<file path="src/rtl/bc_pkg.sv">
// Shared defaults for the avoid<->ctrl link buffer: word width, depth and stall-counter width.
package bc_pkg;

    localparam int BC_WIDTH  = 16;
    localparam int BC_DEPTH  = 16;
    localparam int BC_STAT_W = 16;

    localparam logic [BC_STAT_W-1:0] BC_STAT_ONE = {{(BC_STAT_W-1){1'b0}}, 1'b1};

endpackage

</file>
<file path="src/rtl/bc_fifo.sv">
// Single-direction FIFO with valid/ready on both ends, flush, occupancy count and almost-full flag.
// Latency: a word pushed at edge N is at out_data after edge N; count/afull are registered.
// Backpressure: in_rdy = !full from registered count only; a full FIFO refuses a push even while popping.
// Optional BC_LINK_STATS_EN adds a saturating stall counter (cycles with in_valid && !in_rdy).
module bc_fifo
    import bc_pkg::*;
#(
    parameter int WIDTH        = BC_WIDTH,
    parameter int DEPTH        = BC_DEPTH,
    parameter int AFULL_THRESH = BC_DEPTH - 4,
    localparam int CW          = $clog2(DEPTH) + 1
) (
    input  logic             clk,
    input  logic             rst,
    input  logic             flush,
    input  logic             in_valid,
    output logic             in_rdy,
    input  logic [WIDTH-1:0] in_data,
    output logic             out_valid,
    input  logic             out_rdy,
    output logic [WIDTH-1:0] out_data,
    output logic [CW-1:0]    count,
    output logic             afull
`ifdef BC_LINK_STATS_EN
   ,output logic [BC_STAT_W-1:0] stall_cnt
`endif
);

    localparam int AW = CW - 1;
    localparam logic [AW:0]   PTR_ONE = {{AW{1'b0}}, 1'b1};
    localparam logic [CW-1:0] CNT_ONE = {{(CW-1){1'b0}}, 1'b1};

    logic [WIDTH-1:0] mem [DEPTH];
    logic [AW:0]      wr_ptr;
    logic [AW:0]      rd_ptr;
    logic             push;
    logic             pop;
    logic [CW-1:0]    count_nxt;

    assign in_rdy    = (count != CW'(DEPTH));
    assign out_valid = (count != '0);
    assign out_data  = mem[rd_ptr[AW-1:0]];
    assign push      = in_valid && in_rdy;
    assign pop       = out_valid && out_rdy;

    always_comb begin
        count_nxt = count;
        if (push && !pop)
            count_nxt = count + CNT_ONE;
        else if (pop && !push)
            count_nxt = count - CNT_ONE;
    end

    // Flush discards any same-cycle push or pop by leaving wr_ptr alone and snapping rd_ptr to it.
    always_ff @(posedge clk) begin
        if (rst) begin
            wr_ptr <= '0;
            rd_ptr <= '0;
            count  <= '0;
            afull  <= 1'b0;
        end else if (flush) begin
            rd_ptr <= wr_ptr;
            count  <= '0;
            afull  <= 1'b0;
        end else begin
            if (push)
                wr_ptr <= wr_ptr + PTR_ONE;
            if (pop)
                rd_ptr <= rd_ptr + PTR_ONE;
            count <= count_nxt;
            afull <= (count_nxt >= CW'(AFULL_THRESH));
        end
    end

    always_ff @(posedge clk) begin
        if (push && !flush && !rst)
            mem[wr_ptr[AW-1:0]] <= in_data;
    end

`ifdef BC_LINK_STATS_EN
    // Survives flush on purpose: it measures upstream stall history, not buffer contents.
    always_ff @(posedge clk) begin
        if (rst)
            stall_cnt <= '0;
        else if (in_valid && !in_rdy && (stall_cnt != '1))
            stall_cnt <= stall_cnt + BC_STAT_ONE;
    end
`endif

endmodule

</file>
<file path="src/rtl/bc_link_buffer.sv">
// Bidirectional avoid<->ctrl buffer: two independent bc_fifo instances sharing only the clock.
// Latency: 1 cycle push-to-visible per direction; count/afull registered.
// Backpressure: each *_in_rdy drops only when its own direction is full. Macro BC_LINK_STATS_EN adds stall counters.
module bc_link_buffer
    import bc_pkg::*;
#(
    parameter int WIDTH        = BC_WIDTH,
    parameter int DEPTH        = BC_DEPTH,
    parameter int AFULL_THRESH = DEPTH - 4,
    localparam int CW          = $clog2(DEPTH) + 1
) (
    input  logic             clk,
    input  logic             rst,
    input  logic             avoid_in_valid,
    output logic             avoid_in_rdy,
    input  logic [WIDTH-1:0] avoid_in_data,
    output logic             ctrl_out_valid,
    input  logic             ctrl_out_rdy,
    output logic [WIDTH-1:0] ctrl_out_data,
    input  logic             ctrl_in_valid,
    output logic             ctrl_in_rdy,
    input  logic [WIDTH-1:0] ctrl_in_data,
    output logic             avoid_out_valid,
    input  logic             avoid_out_rdy,
    output logic [WIDTH-1:0] avoid_out_data,
    input  logic             a2c_flush,
    input  logic             c2a_flush,
    output logic [CW-1:0]    a2c_count,
    output logic [CW-1:0]    c2a_count,
    output logic             a2c_afull,
    output logic             c2a_afull
`ifdef BC_LINK_STATS_EN
   ,output logic [BC_STAT_W-1:0] a2c_stall_cnt,
    output logic [BC_STAT_W-1:0] c2a_stall_cnt
`endif
);

    bc_fifo #(
        .WIDTH        (WIDTH),
        .DEPTH        (DEPTH),
        .AFULL_THRESH (AFULL_THRESH)
    ) u_a2c (
        .clk       (clk),
        .rst       (rst),
        .flush     (a2c_flush),
        .in_valid  (avoid_in_valid),
        .in_rdy    (avoid_in_rdy),
        .in_data   (avoid_in_data),
        .out_valid (ctrl_out_valid),
        .out_rdy   (ctrl_out_rdy),
        .out_data  (ctrl_out_data),
        .count     (a2c_count),
        .afull     (a2c_afull)
`ifdef BC_LINK_STATS_EN
       ,.stall_cnt (a2c_stall_cnt)
`endif
    );

    bc_fifo #(
        .WIDTH        (WIDTH),
        .DEPTH        (DEPTH),
        .AFULL_THRESH (AFULL_THRESH)
    ) u_c2a (
        .clk       (clk),
        .rst       (rst),
        .flush     (c2a_flush),
        .in_valid  (ctrl_in_valid),
        .in_rdy    (ctrl_in_rdy),
        .in_data   (ctrl_in_data),
        .out_valid (avoid_out_valid),
        .out_rdy   (avoid_out_rdy),
        .out_data  (avoid_out_data),
        .count     (c2a_count),
        .afull     (c2a_afull)
`ifdef BC_LINK_STATS_EN
       ,.stall_cnt (c2a_stall_cnt)
`endif
    );

endmodule

</file>
<file path="config.mk">
export PLATFORM = sky130hd
export DESIGN_NAME = bc_link_buffer
export DESIGN_NICKNAME = d
export VERILOG_FILES = /design/src/rtl/bc_pkg.sv /design/src/rtl/bc_fifo.sv /design/src/rtl/bc_link_buffer.sv
export SDC_FILE = /design/constraint.sdc
export NUM_CORES = 1
export LEC_CHECK = 0
export ABC_AREA = 0
export CELL_PAD_IN_SITES_DETAIL_PLACEMENT = 0
export CELL_PAD_IN_SITES_GLOBAL_PLACEMENT = 1
export CORE_UTILIZATION = 35
export CTS_BUF_LIST = sky130_fd_sc_hd__clkbuf_16
export DETAILED_ROUTE_END_ITERATION = 10
export PLACE_DENSITY_LB_ADDON = 0.1
export REMOVE_ABC_BUFFERS = 1
export SLEW_MARGIN = 20
export SYNTH_ARGS = -nofsm -noshare
export SYNTH_HDL_FRONTEND = slang
export SYNTH_HIERARCHICAL = 1
export SYNTH_SLANG_ARGS = --single-unit
</file>
<file path="constraint.sdc">
create_clock -name clk -period 3.2 [get_ports clk]
set_input_delay 0.32 -clock clk [delete_from_list [all_inputs] [get_ports clk]]
set_output_delay 0.32 -clock clk [all_outputs]
set_load 0.02 [all_outputs]
</file>
==> key figures, run 1 <==
Synth
  • Yosys cell types: 35
  • Synthesis Warnings: 6
  • Syn Inst Count: around 950
  • Yosys reg bits: 548
  • Main flop type after synthesis: edfxtp_1
  • FFs w/ async S/R, synth: 0%
  • Avg Inst Size Synth: 22.25 um^2
  • Seq/Total Area, Yosys: about three quarters
  • Largest cells by area after synthesis: edfxtp_1, mux4_2, dfxtp_1
  • Largest area contributor in the netlist: edfxtp_1
  • Share of the synthesized area in the top cell type: 72.90%
  • Number of flops mapped to enable cells by yosys: about 500
  • Cell area after synthesis: between 0.02 and 0.025 mm^2

Floorplan
  • Die Ht: 247.5 um
  • Die W: 247.5 um
  • I/O pin cnt: 88
  • Initial core utilization: 35.60%
  • # rows: 89
  • Die area: 0.06124 mm^2
  • Core area: 0.05924 mm^2

STA
  • Final hold violations: 0
  • Max Fclk: 0.3234 GHz
  • Max Slew Vio Count: 0
  • Setup-failing EPs final: 0
  • Hold slack: 522.2 ps
  • RSZ-0062 raised after global routing: no
  • Least-Margin Pin Slew: 590.5 ps
  • Slew HR: around three fifths
  • Setup ws final: 107.6 ps
  • Final period utilization: about 97%
  • Crit path time final: 3092 ps
  • Clock skew: around 17 ps

Placement
  • # placed instances: approximately 1,800
  • Final GP Congestion: 0.7003
  • Dpl cell area: 0.02350 mm^2
  • Port buffer count: between 80 and 90
  • Detail Placement HPWL: 27,320 um
  • DP Worst Slack: 473.8 ps

Power and ir drop
  • Pwr Total: between 15 and 20 mW
  • LEAKAGE: between 8 and 9 nW
  • Pwr Density: 602.7 mW/mm^2
  • Worst VDD drop: between 0.3 and 0.4 mV

Clock network
  • H-tree Lvls: 2
  • Clock sink count: around 550
  • Root Driver: clkbuf_16
  • Clock tree buffer depth: 3
  • CTS tree: built
  • Clk slew on worst S/H paths: 60 ps
  • Clk_lat worst skew: a little over 600 ps
  • CTS buffer count: 58

Run
  • MaxCap Viol Count: 0

Final layout
  • Layout Nets: 1,168
  • Finished Layout Cells: 1,932
  • Layout cells sized above 1: 30.03%
  • Layout area overhead: 20.49%
  • Post-route cell area: roughly 0.025 mm^2
  • ANT cells: 0

Setup path
  • CP most frequent cell: mux4_2
  • CP Cell Sequence: bufbuf_16 > mux4_2 > mux4_2 > dlygate4sd2_1
  • CP arrival: roughly 2800 ps
  • Crit. End Element: output port
  • Setup CP Type: flip-flop to output port
  • Max FO, Critical Path: 16
  • CP Buf/Inv Count: 2
  • CP startpoint kind: flip-flop
  • Slowest Stage Delay on Critical Path: 520 ps
  • Crit path max-delay family: multiplexers
  • Slowest cell on the critical path: mux4_2
  • WP data required: 2880 ps

Drt
  • Pre-Repair DR Iteration Count: 6
  • Via density per instance: 5.121
  • Post-DRT Antenna Nets: 0
  • Initial drt markers: ~680
  • Drt drc: 0
  • WL per Instance: approximately 25 um
  • Detailed Route WL: between 40,000 and 50,000 um
  • DR vias: 9,893

Status
  • Outcome: completed

Global routing
  • First-pass GRT wire length: 71,840 um
  • Antenna violations before repair: 3
  • Number of global-route vias before repair: 10,520
  • GR Overflow Total: 0
  • Tot GR Track Use: 16.47%
  • Largest net degree at the start of global routing: 65

Worst hold path
  • Worst hold path class: input port to flip-flop
[worst register-to-register path: cells and delay by family, from the launching register on]
family | cells | cell delay [ps]
and+or+nand+nor | 5 | 1190
adders and majority gates | 1 | 240
DFF | 1 | 440
buffers and inverters | 3 | 500
[metal layers]
metal | vias to the layer above | GRT usage (%) | wire, um | share of wire, %
met5 | - | 0 | 48 | 0.098
met2 | 174 | 26.15 | 23700 | 48
met4 | 6 | 3.717 | 772 | 1.6
li1 | 4300 | - | - | -
met3 | 68 | 2.887 | 1832 | 3.7
met1 | 5345 | 23.68 | 22860 | 46
[synthesized netlist by cell type (4+ instances only)]
| library cell | count |
|---|---|
| nand2b_1 | 4 |
| nand4_1 | 4 |
| ha_1 | 14 |
| clkbuf_1 | 20 |
| o21ai_0 | 4 |
| buf_2 | 16 |
| edfxtp_1 | 512 |
| xnor2_1 | 10 |
| mux4_2 | 160 |
| buf_1 | 8 |
| dfxtp_1 | 36 |
| a211oi_1 | 8 |
| nor3_1 | 12 |
| a21oi_1 | 8 |
| inv_1 | 14 |
| nand2_1 | 28 |
| nor2_1 | 46 |
| xor2_1 | 10 |
[layout make-up]
class	instances	area [um^2]
inverters	14	52.55
fillers	5188	33830
well taps	773	967.2
clock inverters	47	391.6
repair buffers	152	1607
multi-input cells	340	4835
clock buffers	58	1451
flip-flops and latches	548	16110
[cell families after synthesis]
kind of cell | after synthesis | share of synthesized area, %
flip-flops | 548 | 76.32
multiplexers | 164 | 17.29
AND/OR/NAND/NOR | 110 | 2.468
buffers and inverters | 60 | 1.234
AO/OA/AOI/OAI | 30 | 0.9374
XOR/XNOR | 20 | 0.8305
adder cells (fa/ha/maj) | 16 | 0.9255
[flip-flops by register name (all words and copies together), names as in the netlist, named ones only]
name,flops
u_a2c/mem,256
u_c2a/mem,256
u_a2c/count,5
u_c2a/count,5
u_a2c/rd_ptr,4
u_a2c/wr_ptr,4
u_c2a/rd_ptr,4
u_c2a/wr_ptr,4
u_a2c/afull,1
u_c2a/afull,1
[per-stage QoR]
| step | util, % | TNS, ps |
|---|---|---|
| CTS | 42.84 | -797.7 |
| global route | 42.90 | 0 |
| global placement | 39.67 | 0 |
| detailed placement | 39.67 | 0 |
| finish | 42.90 | 0 |
| floorplan | - | -41040 |
[cells in the final DEF (no fill, tap or decap), types with 10 or more instances in the layout]
master | Yosys | layout
xor2_1 | 10 | 10
nor2_2 | 0 | 24
inv_1 | 14 | 29
clkdlybuf4s50_1 | 0 | 55
mux4_2 | 160 | 160
nand2_1 | 28 | 28
buf_12 | 0 | 16
edfxtp_1 | 512 | 512
clkinv_1 | 0 | 15
ha_1 | 14 | 14
buf_4 | 0 | 42
dfxtp_1 | 36 | 32
dlygate4sd2_1 | 0 | 26
clkbuf_16 | 0 | 58
nor2_1 | 46 | 22
xnor2_1 | 10 | 10
[worst paths after layout]
| path | cells past startpoint | start | to | slack (ps) |
|---|---|---|---|---|
| worst min-delay path | 3 | c2a_flush | u_c2a/rd_ptr[2]$_SDFFE_PP0N_ | 520 |
| worst min register to register | 2 | u_c2a/wr_ptr[1]$_SDFFE_PP0N_ | u_c2a/wr_ptr[1]$_SDFFE_PP0N_ | 570 |
| worst max register to register | 9 | u_c2a/count[0]$_SDFF_PP0_ | u_c2a/mem[15][15]$_DFFE_PP_ | 490 |
| worst max-delay path | 4 | flip-flop | avoid_out_data[7] | 110 |
[power by group]
part | leakage [nW] | switching (mW) | internal [mW]
Combinational | 2.17 | 0.464 | 0.455
Sequential | 4.90 | 0.0378 | 7.87
Clock | 0.957 | 2.73 | 3.76
Total | 8.03 | 3.23 | 12.1
[repair_timing]
action                                  CTS  global route
endpoints found under the setup margin   32             6
hold buffers                              0             0
resized for setup                        30            10
gates cloned                              1             0
buffers inserted                          3             0
(Power assumes the default switching activity.)
==> run 2: changes to the inputs <==
- TNS_END_PERCENT: default -> 10
==> run 2 against run 1 <==
Cell count is 0.21% lower. Clock-buffer cell count unchanged. Critical path type unchanged. Design area is 0.27% lower. Clock power about the same. Largest power group unchanged. Sequential power hardly changed. Register-to-register slack is essentially flat. Critical endpoint is now avoid_out_data[0].
==> key figures, run 2 (synthesis results as in run 1) <==
Final layout
  • Final cell utilization of the core: 42.78%
  • Seq. cell area: 0.01611 mm^2
  • Most frequent cells in the layout: edfxtp_1, mux4_2, clkdlybuf4s50_1
  • Area of the multi-input gates: between 0.004 and 0.005 mm^2
  • Layout area overhead: 20.17%
  • Layout Nets: 1,164
  • Layout cells sized above 1: 29.87%
  • ANT cells: 0
  • Fillers: 5,198
  • Most common cell after layout, fill and taps aside: edfxtp_1
  • Post-route cell area: around 0.025 mm^2

Setup path
  • Setup CP Type: flip-flop to output port
  • Max FO, Critical Path: 11
  • Slowest cell on the critical path: clkdlybuf4s50_1
  • CP most frequent cell: mux4_2
  • WP data required: 2880 ps
  • CP startpoint kind: flip-flop
  • Crit path max-delay family: multiplexers
  • CP Buf/Inv Count: 2
  • CP Cell Sequence: buf_6 > mux4_2 > mux4_2 > clkdlybuf4s50_1
  • Slowest Stage Delay on Critical Path: 560 ps
  • Crit. End Element: output port
  • CP arrival: 2870 ps

STA
  • Max Fclk: around 0.31 GHz
  • Max Slew Vio Count: 0
  • Least-Margin Pin Slew: 568.4 ps
  • Clock skew: 18.54 ps
  • Slew HR: 61.99%
  • RSZ-0062 raised after global routing: yes
  • Final hold violations: 0
  • Final period utilization: 99.81%
  • Crit path time final: 3194 ps
  • Setup Total Neg Slack: 0 ps
  • Setup-failing EPs final: 0

Drt
  • Detailed Route WL: 48,940 um
  • Initial drt markers: 703
  • Via density per instance: 5.123
  • DR vias: 9,878
  • Drt drc: 0
  • Post-DRT Antenna Nets: 0
  • Pre-Repair DR Iteration Count: 6
  • WL per Instance: 25.39 um

Floorplan
  • # rows: 89
  • Initial core utilization: 35.60%
  • Die Ht: 247.5 um
  • Core area: slightly below 0.06 mm^2
  • Die W: 247.5 um
  • Die area: 0.06124 mm^2
  • I/O pin cnt: 88

Clock network
  • Clk slew on worst S/H paths: approximately 60 ps
  • Clock tree buffer depth: 3
  • CTS buffer count: 58
  • Post-CTS setup buffer count: 0
  • Clk_lat worst skew: 610 ps
  • CTS tree: built
  • Root Driver: clkbuf_16
  • H-tree Lvls: 2
  • Clock sink count: 548

Power and ir drop
  • Pwr Total: 15.31 mW
  • LEAKAGE: 7.952 nW
  • Pwr Density: about 600 mW/mm^2
  • Worst VDD drop: 0.3932 mV

Worst hold path
  • Worst hold path class: input port to flip-flop

Run
  • MaxCap Viol Count: 0

Global routing
  • Antenna violations before repair: 3
  • Tot GR Track Use: 16.40%
  • Number of global-route vias before repair: ~10,000
  • First-pass GRT wire length: ~70,000 um
  • Largest net degree at the start of global routing: 65
  • GR Overflow Total: 0

Placement
  • Detail Placement HPWL: 27,320 um
  • Dpl cell area: roughly 0.024 mm^2
  • Final GP Congestion: 0.7003
  • Port buffer count: 87

Status
  • Outcome: completed
==> run 2: cell types whose count changed in the layout (fill, tap and decap cells not counted), sizes merged <==
cell / before / now
buf: 64 / 61
bufbuf: 1 / 0
clkbuf: 58 / 59
clkdlybuf4s15: 0 / 2
clkdlybuf4s50: 55 / 60
dlygate4sd2: 26 / 23
dlymetal6s2s: 6 / 1
==> run 2: power breakdown <==
group / switching (mW) / leakage, nW / internal (mW)
logic: 0.458 / 2.09 / 0.445
clock network: 2.73 / 0.957 / 3.76
registers: 0.0398 / 4.90 / 7.87
==> run 2: worst paths after layout <==
check | endpoint | cells after the start | startpoint | slack (ps)
setup / recovery | avoid_out_data[0] | 4 | flip-flop | 6
hold / removal | u_c2a/rd_ptr[2]$_SDFFE_PP0N_ | 3 | c2a_flush | 520
setup reg to reg | u_c2a/mem[15][15]$_DFFE_PP_ | 9 | u_c2a/count[0]$_SDFF_PP0_ | 490
hold reg to reg | u_c2a/wr_ptr[1]$_SDFFE_PP0N_ | 2 | u_c2a/wr_ptr[1]$_SDFFE_PP0N_ | 570
==> run 2: tightest hold or removal path, cell delays in order <==
cell and delay (ps):
clkdlybuf4s50_1 540, nand2_1 120, a21oi_1 80
==> run 2: layout make-up <==
cell class                 instances  share of cell area, %
sequential                       548                  63.55
tap                              773                  3.816
clock buffer                      58                  5.727
timing repair buffer             148                  6.078
clock inverter                    47                  1.545
inverter                          14                 0.2074
multi-input combinational        340                  19.08
==> run 2: repair_timing <==
action                                  in CTS  in global routing
hold buffers                                 0                  0
hold endpoints to repair                     0                  0
cloned                                       0                  0
endpoints found under the setup margin      32                  8
pin swaps                                    0                  0
resized for setup                           30                  7
==> run 2: stage by stage <==
stage / std cells / setup slack [ps] / hold slack, ps
after floorplan: 902 / -1041 / 389.1
after global placement: 1823 / 471.1 / 565.0
after detailed placement: 1823 / 473.8 / 564.8
after CTS: 1928 / -146.0 / 482.3
after global routing: 1928 / -119.5 / 566.4
final: 1928 / 6.095 / 522.2
==> run 2: routing by layer <==
metal / track usage [%] / vias up / routed length (um)
met5: 0 / - / 48
met2: 26.08 / 183 / 23650
met1: 23.60 / 5331 / 22580
met3: 2.887 / 67 / 1960
met4: 3.519 / 6 / 702
li1: - / 4291 / -
==> edit 1: new RTL, flow settings as in run 2 <==
Build with the macro `BC_LINK_STATS_EN` defined.
--- a/src/rtl/bc_fifo.sv
+++ b/src/rtl/bc_fifo.sv
@@ -2,6 +2,8 @@
 // Latency: a word pushed at edge N is at out_data after edge N; count/afull are registered.
 // Backpressure: in_rdy = !full from registered count only; a full FIFO refuses a push even while popping.
 // Optional BC_LINK_STATS_EN adds a saturating stall counter (cycles with in_valid && !in_rdy).
+`define BC_LINK_STATS_EN
+
 module bc_fifo
     import bc_pkg::*;
 #(
Formal check against the unedited RTL (old outputs only; new: a2c_stall_cnt and c2a_stall_cnt): equivalent (equiv_simple and equiv_induct, registers matched by name and starting in step).
==> edit 1 against run 2 <==
Area after synthesis rose by 7.7%; power rose by 8.3%; cell area rose by 9.1%; count of clock-buffer cells in the layout rose by 8; setup slack improved by 110 ps; utilization rose by 0.28 points; synthesized cell count rose by 20%; via count rose by 15%; wire length rose by 10%; sequential cell count rose by 32; largest cell class unchanged.
==> edit 1: results (changes against run 2) <==
| Metric | Value |
|---|---|
| Initial antenna violation count | 4 (was 3) |
| Fin cells | 2242 (was 1928) |
| Max H-tree Level | 3 (was 2) |
| GP Congestion | 0.705 (was 0.700) |
| Slowest Stage Delay on Critical Path | 510 ps (was 560 ps) |
| Worst Reg-to-Reg Cells | 8 (was 9) |
| Post-CTS Setup Inserts | 5 (was 0) |
| Slowest CP cell | mux4_2 (was clkdlybuf4s50_1) |
| Post-Place Worst Slack | 389 ps (was 474 ps) |
| Met1 Track Usage GR | 0.247 (was 0.236) |
| WL met1 | 25900 µm (was 22600 µm) |
| Synth Instances | 1134 (was 948) |
| Outcome | finished clean (unchanged) |
| XOR/XNOR Fraction of Synth Area | 0.0166 (was 0.00831) |
| WHS | 68.2 ps (was 522 ps) |
| Hold_sp | rst (was c2a_flush) |
| Hpwl dp | 30400 µm (was 27300 µm) |
| Met3 Use GR | 0.0331 (was 0.0289) |
| Met3 wire length | 2620 µm (was 1960 µm) |
| Worst EP arrival | 2760 ps (was 2870 ps) |
| CP max FO | 12 (was 11) |
| Complex-gate fraction of the synthesized area | 0.0159 (was 0.00937) |
| Synth cell count leaders | edfxtp_1 (512), mux4_2 (160), nor2_1 (79) (was edfxtp_1 (512), mux4_2 (160), nor2_1 (46)) |
| Input/output buffers | 119 (was 87) |
| Total wire length | 53900 µm (was 48900 µm) |
| RR Endpoint | u_a2c/mem[10][6]$_DFFE_PP_ (was u_c2a/mem[15][15]$_DFFE_PP_) |
| Internal | 13.0 mW (was 12.1 mW) |
| Sequential fraction of the synthesis area | 0.737 (was 0.763) |
| Placed cells | 2113 (was 1823) |
| Hold Path Sink | u_a2c/rd_ptr[2]$_SDFFE_PP0N_ (was u_c2a/rd_ptr[2]$_SDFFE_PP0N_) |
| WHS Path Cells | 2 (was 3) |
| Gr usage total | 0.167 (was 0.164) |
| Worst IR drop on VDD | 385 µV (was 393 µV) |
| Number of buffers created by CTS | 66 (was 58) |
| Pleak | 8.72 nW (was 7.95 nW) |
| Largest net degree at the start of global routing | 65 (unchanged) |
| Measured slew at the worst slew-check pin | 598 ps (was 568 ps) |
| Wire length of the first global-routing pass | 80900 µm (was 71600 µm) |
| Cts repair resizes | 34 (was 30) |
| Vias in the first global route | 11900 (was 10500) |
| Placement Cell Area | 25500 µm² (was 23500 µm²) |
| First DRT Iteration DRCs | 759 (was 703) |
| Worst r2r src | u_a2c/count[0]$_SDFF_PP0_ (was u_c2a/count[0]$_SDFF_PP0_) |
| Multiplexer share of the synthesized area | 0.162 (was 0.173) |
| Met2 WL | 24600 µm (was 23600 µm) |
| Synth top area cells | edfxtp_1 (68%), mux4_2 (16%), dfxtp_1 (6.0%) (was edfxtp_1 (73%), mux4_2 (17%), dfxtp_1 (3.4%)) |
| DR vias | 11300 (was 9878) |
| Final Skew | 21.4 ps (was 18.5 ps) |
| Routing usage on met2 | 0.249 (was 0.261) |
| Synth Area in Adders | 0.0102 (was 0.00925) |
| Total Nets Final | 1388 (was 1164) |
## edit 1: cell count changes after synthesis, moves of 10 or more
cell	change
dfxtp_1	+32
nand4_1	+15
nor2_1	+33
xnor2_1	+13
xor2_1	+10
## edit 1: worst max path at each step
stage                     from                 end  slack [ps]  cells after the start
after global routing      flop  avoid_out_data[10]          30                      4
after detailed placement  flop   ctrl_out_data[12]         390                      4
after CTS                 flop    ctrl_out_data[5]          20                      4
after floorplan           flop   avoid_out_data[0]       -1040                      2
after global placement    flop   ctrl_out_data[12]         400                      4
final                     flop   avoid_out_data[0]         120                      4
## edit 1: layout make-up
class | count | area [µm²]
tap | 855 | 1070
fill | 5654 | 36600
timing repair buffer | 185 | 1880
inverter | 15 | 56.3
clock buffer | 66 | 1650
sequential | 580 | 16700
multi-input combinational | 484 | 5760
antenna | 2 | 5.00
clock inverter | 55 | 489
## edit 1: power by group through the flow
| stage | clock, mW | sequential (mW) | combinational (mW) |
|---|---|---|---|
| after floorplan | 0 | 8.53 | 0.454 |
| after global placement | 0 | 8.47 | 0.926 |
| after detailed placement | 0 | 8.47 | 0.932 |
| after CTS | 7.64 | 8.30 | 0.930 |
| after global routing | 7.92 | 8.30 | 0.976 |
| final | 7.37 | 8.30 | 0.901 |
## edit 1: kinds of logic (layout without fill, tap and decap cells)
group,after synthesis,in the layout
xor gates and xnor gates,43,43
and+or+nand+nor,204,204
buffers and inverters,70,321
other,0,2
muxes,167,167
AOI/OAI and AO/OA,51,51
adders and majority gates,19,19
DFF,580,580
## edit 1: worst reg2reg max path, stage by stage, from the launching register on
cell,delay [ps]
dfxtp_1,420
inv_1,100
ha_1,250
nand4bb_1,200
nand2_1,250
nor2_1,320
nand2_1,220
nor2_2,400
buf_12,230
==> edit 2: new RTL, config.mk and constraints of run 2 <==
Made on the original files. Register the output `a2c_count`; this adds one clock of latency there. The other outputs are not delayed to match.
--- a/src/rtl/bc_link_buffer.sv
+++ b/src/rtl/bc_link_buffer.sv
@@ -35,6 +35,8 @@
 `endif
 );
 
+    logic [CW-1:0] a2c_count_d;
+
     bc_fifo #(
         .WIDTH        (WIDTH),
         .DEPTH        (DEPTH),
@@ -49,7 +51,7 @@
         .out_valid (ctrl_out_valid),
         .out_rdy   (ctrl_out_rdy),
         .out_data  (ctrl_out_data),
-        .count     (a2c_count),
+        .count     (a2c_count_d),
         .afull     (a2c_afull)
 `ifdef BC_LINK_STATS_EN
        ,.stall_cnt (a2c_stall_cnt)
@@ -77,5 +79,9 @@
 `endif
     );
 
+    always_ff @(posedge clk) begin
+        a2c_count <= a2c_count_d;
+    end
+
 endmodule
 
Function: changed (Yosys sat finds a counterexample within 4 cycles, from zero or initial values and one cycle with rst high).
==> edit 2 against run 2 <==
The run now ends with setup timing left; wire length down 2.9%; combinational power up 2%; setup slack worse by 33 ps; first-iteration DRC count down 13%; area after synthesis up 0.47%; power up 1.4%; largest cell class unchanged; die area up 0.47%; cell area up 0.71%; sequential cell count up 5; sequential share of layout area about the same; utilization up 0.14 points; critical endpoint is now ctrl_out_data[10].
==> edit 2: results (changes against run 2) <==
| Metric | Value |
|---|---|
| Max H-tree Level | 2 (unchanged) |
| Slowest Stage Delay on Critical Path | 560 ps (about the same) |
| Total Nets Final | 1172 (was 1164) |
| DR vias | 9717 (was 9878) |
| Post-Place Worst Slack | 462 ps (was 474 ps) |
| Layout cells sized above 1 | 0.296 (was 0.299) |
| Hold Path Class | flop to flop (was primary input to flop) |
| XOR/XNOR Fraction of Synth Area | 0.00827 (was 0.00831) |
| Relative slew slack | 0.600 (was 0.620) |
| Ant diodes | 0 (unchanged) |
| Outcome | finished, violations left (was finished clean) |
| Fillers | 5204 (was 5198) |
| Setup ws final | -26.6 ps (was 6.10 ps) |
| Post-synth ARST share | 0 (unchanged) |
| Root Buffer | clkbuf_16 (unchanged) |
| Initial antenna violation count | 2 (was 3) |
| Sequential fraction of the synthesis area | 0.764 (was 0.763) |
| Placed cells | 1827 (was 1823) |
| Total Neg Setup Slack | -26.6 ps (was 0 ps) |
| First DRT Iteration DRCs | 613 (was 703) |
| Worst IR drop on VDD | 436 µV (was 393 µV) |
| Post-Syn Area per Cell | 22.2 µm² (about the same) |
| Failing checks | setup timing |
| Slowest CP cell | clkdlybuf4s50_1 (unchanged) |
| Synth cell count leaders | edfxtp_1 (512), mux4_2 (160), nor2_1 (46) (unchanged) |
| Synth Area in Adders | 0.00921 (was 0.00925) |
| Yosys warning count | 6 (unchanged) |
| Yosys top cell area share | 0.726 (was 0.729) |
| Number of buffers created by CTS | 60 (was 58) |
| Clock tree buffer depth | 3 (unchanged) |
| EDFF count, synth | 512 (unchanged) |
| Final Skew | 18.2 ps (was 18.5 ps) |
| Hold buffer count at cts | 0 (unchanged) |
| Fin cells | 1941 (was 1928) |
| Netlist cell types | 35 (unchanged) |
| Synth top area cells | edfxtp_1 (73%), mux4_2 (17%), dfxtp_1 (3.9%) (was edfxtp_1 (73%), mux4_2 (17%), dfxtp_1 (3.4%)) |
| Final setup fails | 1 (was 0) |
| Input/output buffers | 87 (unchanged) |
| Clock-pin slew on the worst setup and hold paths | 60 ps (about the same) |
| Gr usage total | 0.160 (was 0.164) |
| Hpwl dp | 27100 µm (was 27300 µm) |
| Pleak | 8.16 nW (was 7.95 nW) |
| GP Congestion | 0.704 (was 0.700) |
| Wire length per cell | 24.5 µm (was 25.4 µm) |
| Worst EP arrival | 2910 ps (was 2870 ps) |
| Multiplexer share of the synthesized area | 0.172 (was 0.173) |
| Wire length of the first global-routing pass | 70800 µm (was 71600 µm) |
| Skew-Pair Late Insertion Delay | 620 ps |
| Largest net degree at the start of global routing | 65 (unchanged) |
| Vias in the first global route | 10600 (was 10500) |
| Placement Cell Area | 23500 µm² (about the same) |
| Crit. End Element | output port (unchanged) |
| Complex-gate fraction of the synthesized area | 0.00933 (was 0.00937) |
| CP max FO | 17 (was 11) |
| P per Cell Area | 608 nW/µm² (was 604 nW/µm²) |
| DRT Pass-1 Iters | 4 (was 6) |
[edit 2: critical path: cells and delay by family, from the launching register on]
family / cells / cell delay, ps
flops: 1 / 440
buf+inv: 2 / 770
mux: 2 / 1060
[edit 2: cells by family (layout without fill, tap and decap cells)]
family                   after synthesis  count (layout)
AO/OA/AOI/OAI                         30              30
XOR/XNOR                              20              20
adder cells (fa/ha/maj)               16              16
buffers and inverters                 60             275
flip-flops                           553             553
multiplexers                         164             164
AND/OR/NAND/NOR                      110             110
[edit 2: final timing paths]
check | start | to | slack [ps] | cells after the start
worst max-delay path | flop | ctrl_out_data[10] | -30 | 4
worst min-delay path | u_a2c/count[4]$_SDFF_PP0_ | a2c_count[4]$_DFF_P_ | 400 | 0
worst max register to register | u_c2a/count[0]$_SDFF_PP0_ | u_c2a/mem[11][9]$_DFFE_PP_ | 540 | 9
worst min register to register | u_a2c/count[4]$_SDFF_PP0_ | a2c_count[4]$_DFF_P_ | 400 | 0
[edit 2: per-layer routing]
metal	vias up	GRT usage	wire, µm
li1	4311	-	-
met1	5175	0.204	20100
met2	154	0.280	24800
met3	73	0.0265	1710
met4	4	0.0464	906
met5	-	0	26
[edit 2: repair_timing]
action	in CTS	in global routing
gates cloned	1	1
resized for setup	21	19
setup buffers	0	0
endpoints found under the setup margin	32	16
[edit 2: final cells by class]
type	count	area share
inverter	14	0.00206
clock buffer	60	0.0588
tap	773	0.0379
sequential	553	0.635
multi-input combinational	340	0.189
timing repair buffer	149	0.0613
clock inverter	52	0.0155
[edit 2: where the power goes]
group | total, mW | internal (mW) | switching, mW
combinational | 0.918 | 0.452 | 0.466
clock | 6.63 | 3.87 | 2.77
sequential | 7.97 | 7.93 | 0.0374
total | 15.5 | 12.3 | 3.27
